File: src/rtl/lfsr_bist_ctl.sv
// lfsr_bist_ctl -- LFSR stimulus / signature-response BIST controller.
//
// Drives a 64-bit LFSR pattern stream into a combinational DUT over a
// valid/ready handshake, captures the DUT's 9-bit responses, and folds a
// window of them (skipping the first SKIP, then COUNT words) into a 32-bit
// rotate-XOR signature. The result is compared against EXPECT.
//
// Ports:
//   clk        clock, all logic on the rising edge
//   reset      synchronous, active-high reset
//   start      single-cycle run request (honoured in IDLE/DONE only)
//   pat_data   pattern word, always lfsr[8:0]
//   pat_valid  pattern word available (RUN state)
//   pat_ready  DUT accepts the pattern word
//   rsp_data   DUT response word
//   rsp_valid  response present (no backpressure)
//   busy       run in progress (RUN or DRAIN)
//   done       run finished, held until next start
//   pass       signature == EXPECT and no timeout, valid while done
//   timeout    run ended because responses stopped arriving
//   signature  current signature register
module lfsr_bist_ctl #(
   parameter logic [63:0] SEED    = 64'h5aef0c8d_d70a4497,
   parameter int unsigned SKIP    = 11,
   parameter int unsigned COUNT   = 79,
   parameter logic [31:0] EXPECT  = 32'he8bbd130,
   parameter int unsigned TIMEOUT = 16
) (
   input  logic        clk,
   input  logic        reset,
   input  logic        start,
   output logic [8:0]  pat_data,
   output logic        pat_valid,
   input  logic        pat_ready,
   input  logic [8:0]  rsp_data,
   input  logic        rsp_valid,
   output logic        busy,
   output logic        done,
   output logic        pass,
   output logic        timeout,
   output logic [31:0] signature
);

   localparam logic [1:0] IDLE  = 2'd0;
   localparam logic [1:0] RUN   = 2'd1;
   localparam logic [1:0] DRAIN = 2'd2;
   localparam logic [1:0] DONE  = 2'd3;

   localparam logic [15:0] TOTAL      = 16'(SKIP + COUNT);
   localparam logic [15:0] TOTAL_M1   = TOTAL - 16'd1;
   localparam logic [16:0] SKIP_W     = 17'(SKIP);
   localparam logic [15:0] TIMEOUT_M1 = 16'(TIMEOUT) - 16'd1;

   logic [1:0]  state;
   logic [63:0] lfsr;
   logic [31:0] sig;
   logic [15:0] tx_cnt;
   logic [15:0] rx_cnt;
   logic [15:0] idle_cnt;
   logic        timeout_q;

   logic [63:0] lfsr_next;
   logic [31:0] sig_next;
   logic        in_window;

   assign lfsr_next = {lfsr[62:0], lfsr[63] ^ lfsr[2] ^ lfsr[0]};
   assign sig_next  = {sig[30:0], sig[31]} ^ {23'h0, rsp_data};

   // SKIP <= rx_cnt written as rx_cnt+1 > SKIP in 17 bits so that a SKIP of
   // zero does not collapse into an always-true unsigned compare.
   assign in_window = ((17'(rx_cnt) + 17'd1) > SKIP_W) && (rx_cnt < TOTAL);

   // NOTE: sequential state uses non-blocking assignments only; later
   // assignments to 'state' in the same edge deliberately override earlier
   // ones, which is how the final-response transition wins over RUN->DRAIN.
   always_ff @(posedge clk) begin
      if (reset) begin
         state     <= IDLE;
         lfsr      <= SEED;
         sig       <= 32'h0;
         tx_cnt    <= 16'h0;
         rx_cnt    <= 16'h0;
         idle_cnt  <= 16'h0;
         timeout_q <= 1'b0;
      end else begin
         case (state)
            IDLE, DONE: begin
               if (start) begin
                  lfsr      <= SEED;
                  sig       <= 32'h0;
                  tx_cnt    <= 16'h0;
                  rx_cnt    <= 16'h0;
                  idle_cnt  <= 16'h0;
                  timeout_q <= 1'b0;
                  state     <= RUN;
               end
            end
            RUN, DRAIN: begin
               if (state == RUN && pat_ready) begin
                  lfsr   <= lfsr_next;
                  tx_cnt <= tx_cnt + 16'd1;
                  if (tx_cnt == TOTAL_M1) state <= DRAIN;
               end
               if (state == DRAIN) begin
                  if (rsp_valid) begin
                     idle_cnt <= 16'h0;
                  end else begin
                     idle_cnt <= idle_cnt + 16'd1;
                     if (idle_cnt == TIMEOUT_M1) begin
                        state     <= DONE;
                        timeout_q <= 1'b1;
                     end
                  end
               end
               if (rsp_valid) begin
                  if (in_window) sig <= sig_next;
                  rx_cnt <= rx_cnt + 16'd1;
                  if (rx_cnt == TOTAL_M1) state <= DONE;
               end
            end
            default: state <= IDLE;
         endcase
      end
   end

   assign pat_data  = lfsr[8:0];
   assign pat_valid = (state == RUN);
   assign busy      = (state == RUN) || (state == DRAIN);
   assign done      = (state == DONE);
   assign timeout   = timeout_q;
   assign pass      = done && (sig == EXPECT) && !timeout_q;
   assign signature = sig;

endmodule

File: config.mk
export PLATFORM = sky130hd
export DESIGN_NAME = lfsr_bist_ctl
export DESIGN_NICKNAME = d
export VERILOG_FILES = /design/src/rtl/lfsr_bist_ctl.sv
export SDC_FILE = /design/constraint.sdc
export NUM_CORES = 1
export LEC_CHECK = 0
export CORE_UTILIZATION = 50
export CTS_CLUSTER_SIZE = 24
export DETAILED_ROUTE_END_ITERATION = 16
export HOLD_SLACK_MARGIN = 0.06
export PLACE_DENSITY = 0.71
export SYNTH_ARGS = -nofsm -noshare
export SYNTH_HDL_FRONTEND = slang
export SYNTH_SLANG_ARGS = --single-unit
File: constraint.sdc
create_clock -name clk -period 3.52 [get_ports clk]
set_clock_uncertainty 0.1 [all_clocks]
set_input_delay 0.88 -clock clk [delete_from_list [all_inputs] [get_ports clk]]
set_output_delay 0.88 -clock clk [all_outputs]
set_load 0.01 [all_outputs]
==> results.ini, run 1 <==
[run_status]
status = completed

[hold_path]
hold_path_depth = 2
worstHoldStart = lfsr[22]
hold_path_class = reg2reg
holdPathEnd = lfsr[23]

[place]
gp_congestion = 0.8480
dp_hpwl_mm = 8.502
io_buffer_count = 59
dp_slack_ps = 348.2
place_inst = 931

[critical_path]
arrival_ps = 2260
reg2regPathDepth = 9
cp_max_fo = 4
crit_type = reg2out
worstPathRequired_ps = 2540
reg2reg_from = rx_cnt[1]
r2r-end = signature[26]
cp-start-kind = flip-flop
r2r_slack_ps = 310
end_kind = output port

[synth]
yosys.area.top_type_share_pct = 47.14
ys_types = 48
synth.ff_latch_count = 147
synthArstFlopShare_pct = 0
synth_enable_flop_cells = 0
synth_area_per_cell_um2 = 8.345
syn_nets = 771
synth_warnings = 0
synth.largest_area_cell = dfxtp_1
synth_cells = 748
ys_seq_area_share_pct = 47.14
dominantRegCellSynth = dfxtp_1
synth.most_common_cell = nand2_1
ys_top_cells_by_count = nand2_1, dfxtp_1, a21oi_1
synthTopCellsByArea = dfxtp_1, nand2_1, a21oi_1
syn_area_um2 = 6242

[timing]
max_freq_ghz = 0.3089
finalSetupTns_ps = 0
setup_viol = 0
min_period_ps = 3237
tightest_slew_ps = 750.2
rsz0062_at_grt = false
hold_viol = 0
fin_crit_sh_pct = 91.96
worst_slack_ps = 283.1
slew_violations = 0
max-slew-margin-rel_pct = 49.99

[global_route]
top_usage_layer = met2
antenna_found_initial = 0
grtUsageMet2_pct = 35.93
overflow = 0
gr-usage-met3_pct = 5.685
grt_use_total_pct = 21.16
grt_max_degree = 66
grt_pass1_vias = 4763
gr-usage-met1_pct = 25.37
grt_first_pass_wirelength_mm = 21.95

[clock_tree]
clockBufferDepth = 2
ctsHoldBuffers = 0
cts_setup_buffers = 0
cts_resized = 0
cts_max_level = 4
numCtsBuffers = 17
cts.clk_slew.worst_paths_ps = 60
cts_tree = built
cts_sinks = 147
cts-root-buf = clkbuf_16
clkLatencyLatePin_ps = 420

[final_layout]
final_cells = 963
drive_gt1_share_pct = 6.541
fillers = 1058
layout.nets = 805
syn_to_final_growth_pct = 19.32
antennaDiodeCount = 0

[pwr]
peakVddDrop_uv = 413.9
power_density_nw_per_um2 = 529.7
p_leak_nw = 2.783

[routing]
wl_per_cell_um = 13.52
routed_wl_mm = 13.02
drc = 0
antenna_left = 0
first_iter_violations = 319
vias = 5249
drtPass1Iterations = 4
viasPerCell = 5.451

[die]
start_util_pct = 51.54
rows = 40
coreArea_um2 = 12110
fp.dieArea_um2 = 12940
die_y_um = 113.7
io_pins = 60
fp.dieW_um = 113.7

[run]
drv_cap = 0

[state kept, by name, summed over array words and instances, names as in the netlist]
| name | cells |
|---|---|
| lfsr | 64 |
| rx_cnt | 16 |
| tx_cnt | 16 |
| signature | 32 |
| idle_cnt | 16 |
| timeout | 1 |
| state | 2 |
[stage by stage]
step	util (%)	instance area [um2]	hold slack [ps]	total power [mW]
2_1_floorplan	-	6242	332.1	2.148
6_report	61.50	7448	350.9	3.945
3_3_place_gp	56.81	6880	336.4	2.248
4_1_cts	61.50	7448	356.8	3.980
5_1_grt	61.50	7448	379.1	4.118
3_5_place_dp	56.81	6880	344.7	2.266
[how the worst max path moves through the flow]
stage | startpoint | to | cells after the start
after detailed placement | rx_cnt[1] | signature[17] | 9
final | state[1] | pass | 5
after floorplan | rx_cnt[1] | signature[10] | 9
after global placement | rx_cnt[1] | signature[25] | 9
after global routing | state[1] | pass | 5
after CTS | state[1] | pass | 5
[power breakdown]
part / internal (mW) / total, mW / leakage (nW) / switching [mW]
registers: 1.75 / 1.81 / 1.20 / 0.0574
clock network: 0.932 / 1.71 / 0.263 / 0.782
logic: 0.163 / 0.420 / 1.32 / 0.257
[critical path: stages, from the launching register on]
cell and delay [ps]:
dfxtp_1 390, ha_1 210, nor4b_1 290, nand4_1 150
nor4_1 220, clkdlybuf4s50_1 590
[routing by layer]
layer	vias up	part of all wire [%]	wire length (um)
li1	2647	-	-
met1	2483	45	5885
met2	104	50	6479
met3	15	3.6	466
met4	0	1.4	184
met5	-	0	0
[cells in the final DEF (no fill, tap or decap), types with 3 or more instances in the layout]
cell type,n
a22oi_1,4
a31oi_1,6
nand2_1,151
inv_1,14
and4_1,4
nand4_1,10
or3_1,12
clkbuf_16,17
dfxtp_1,147
a22o_1,33
nor4_1,8
ha_1,9
nor4b_1,5
and3_1,5
nor2_1,57
o21ai_0,24
clkinvlp_4,5
nor2b_1,3
clkdlybuf4s50_1,59
nand2b_1,6
xnor2_1,16
a311oi_1,3
a21oi_1,57
buf_4,10
nor3_1,13
xor2_1,25
inv_6,3
inv_8,4
nand3_1,52
[layout make-up]
cell class | instances | area, um2 | share of cell area [%]
Inverter | 14 | 52.55 | 0.7055
Sequential cell | 147 | 2943 | 39.51
Multi-Input combinational cell | 532 | 2989 | 40.13
Clock buffer | 17 | 425.4 | 5.711
Tap cell | 168 | 210.2 | 2.822
Clock inverter | 15 | 142.6 | 1.915
Timing Repair Buffer | 70 | 685.7 | 9.205
[cell families after synthesis]
family                     Yosys count  synth area share (%)
AOI/OAI and AO/OA                  143                 14.85
adders and majority gates            9                 1.804
DFF                                147                 47.14
buffers and inverters               69                 5.231
xor gates and xnor gates            41                 5.753
and+or+nand+nor                    339                 25.22
No activity file was read; power rests on OpenSTA's default activity.
==> run 2, diff against run 1 <==
--- a/config.mk
+++ b/config.mk
@@ -5,6 +5,7 @@
 export SDC_FILE = /design/constraint.sdc
 export NUM_CORES = 1
 export LEC_CHECK = 0
+export CAP_MARGIN = 20
 export CORE_UTILIZATION = 50
 export CTS_CLUSTER_SIZE = 24
 export DETAILED_ROUTE_END_ITERATION = 16
==> results of run 2 <==
Same layout as run 1: the final DEF is identical, and so are final timing and power.
==> run 3, diff against run 2 <==
--- a/config.mk
+++ b/config.mk
@@ -11,6 +11,7 @@
 export DETAILED_ROUTE_END_ITERATION = 16
 export HOLD_SLACK_MARGIN = 0.06
 export PLACE_DENSITY = 0.71
+export SETUP_SLACK_MARGIN = 0.15
 export SYNTH_ARGS = -nofsm -noshare
 export SYNTH_HDL_FRONTEND = slang
 export SYNTH_SLANG_ARGS = --single-unit
==> run 3 against run 2 <==
Non-clock buffer count unchanged; sequential cell count unchanged; hold slack hardly changed; critical path type unchanged; register-to-register slack better by 50 ps; clock power about the same; worst setup slack better by 21 ps.
==> results.ini, run 3 (synthesis gave the netlist of run 1 again) <==
[run_status]
status = completed

[critical_path]
end_kind = output port
worstPathRequired_ps = 2540
cp-start-kind = flip-flop
reg2regPathDepth = 9
cp_max_fo = 4
crit_type = reg2out
arrival_ps = 2240

[global_route]
gr-usage-met3_pct = 5.685
top_usage_layer = met2
gr-usage-met1_pct = 25.37
grt_use_total_pct = 21.16
grt_max_degree = 66
grt_pass1_vias = 4763
grt_first_pass_wirelength_mm = 21.95
antenna_found_initial = 0
grtUsageMet2_pct = 35.93
overflow = 0

[timing]
fin_crit_sh_pct = 91.37
worst_slack_ps = 303.8
finalSetupTns_ps = 0
hold_viol = 0
setup_viol = 0
rsz0062_at_grt = false
min_period_ps = 3216
slew_violations = 0
tightest_slew_ps = 745.8
max_freq_ghz = 0.3109
max-slew-margin-rel_pct = 50.28
fin_hold_ws_ps = 351.2

[final_layout]
largest_reg_flops = 64
antennaDiodeCount = 0
drive_gt1_share_pct = 6.667
postLayoutCoreUtil_pct = 61.58
layout_commonest_cell = nand2_1
layout.nets = 805
fillers = 1058
final_cell_mix = nand2_1, dfxtp_1, clkdlybuf4s50_1
final_cells = 963
stdcell_area_um2 = 7458
syn_to_final_growth_pct = 19.48
final-seq-area_um2 = 2943
regMostFlops = lfsr
multi_input_area_um2 = 2995

[place]
place_area_um2 = 6880
io_buffer_count = 59
dp_hpwl_mm = 8.502
gp_congestion = 0.8480
place_inst = 931
dp_slack_ps = 348.2

[pwr]
finalPower_mw = 3.947
p_sw_share_pct = 27.82
peakVddDrop_uv = 414.0
p_int_mw = 2.849
p_sw_mw = 1.098
p_clk_share_pct = 43.4
p_leak_nw = 2.786
combPwrFrac_pct = 10.7
pwr-share-seq_pct = 45.9
power_density_nw_per_um2 = 529.3

[routing]
vias = 5281
first_iter_violations = 322
drc = 0
antenna_left = 0
drtPass1Iterations = 5
viasPerCell = 5.484
wl_per_cell_um = 13.53
routed_wl_mm = 13.03

[clock_tree]
cts_tree = built
clockBufferDepth = 2
clkLatencyLatePin_ps = 420
cts_sinks = 147
ctsHoldBuffers = 0
cts.clk_slew.worst_paths_ps = 60
cts_setup_buffers = 0
numCtsBuffers = 17
cts-root-buf = clkbuf_16
cts_resized = 0
cts_max_level = 4

[die]
fp.dieArea_um2 = 12940
die_y_um = 113.7
coreArea_um2 = 12110
rows = 40
start_util_pct = 51.54
fp.dieW_um = 113.7
io_pins = 60

[hold_path]
hold_path_depth = 2
hold_path_class = reg2reg

[run]
drv_cap = 0

[run 3: final timing paths]
check | start | end | slack [ps]
worst max register to register | rx_cnt[1] | signature[26] | 360
worst max-delay path | signature[24] | pass | 300
worst min register to register | lfsr[22] | lfsr[23] | 350
worst min-delay path | lfsr[22] | lfsr[23] | 350
[run 3: layer usage]
metal / part of all wire, % / vias to the layer above / wire length [um]
met5: 0 / - / 0
met4: 1.6 / 0 / 204
met3: 3.9 / 16 / 504
met2: 49 / 115 / 6436
met1: 45 / 2506 / 5883
li1: - / 2644 / -
[run 3: area by class of cell]
type                       instances  area share, %
multi-input combinational        532          40.16
sequential                       147          39.46
timing repair buffer              70          9.243
clock buffer                      17          5.704
tap                              168          2.818
clock inverter                    15          1.912
inverter                          14         0.7046
[run 3: worst max-delay path, stage by stage (launching register included)]
cell and delay [ps]:
dfxtp_1 340, nor4b_1 430, nand4_1 150, nor4_1 300, clkdlybuf4s50_1 590
[run 3: power groups by stage]
stage / Clock, mW / Combinational, mW / Sequential [mW]
6_report: 1.71 / 0.422 / 1.81
5_1_grt: 1.82 / 0.477 / 1.82
4_1_cts: 1.75 / 0.424 / 1.81
3_5_place_dp: 0 / 0.420 / 1.85
3_3_place_gp: 0 / 0.407 / 1.84
2_1_floorplan: 0 / 0.313 / 1.84
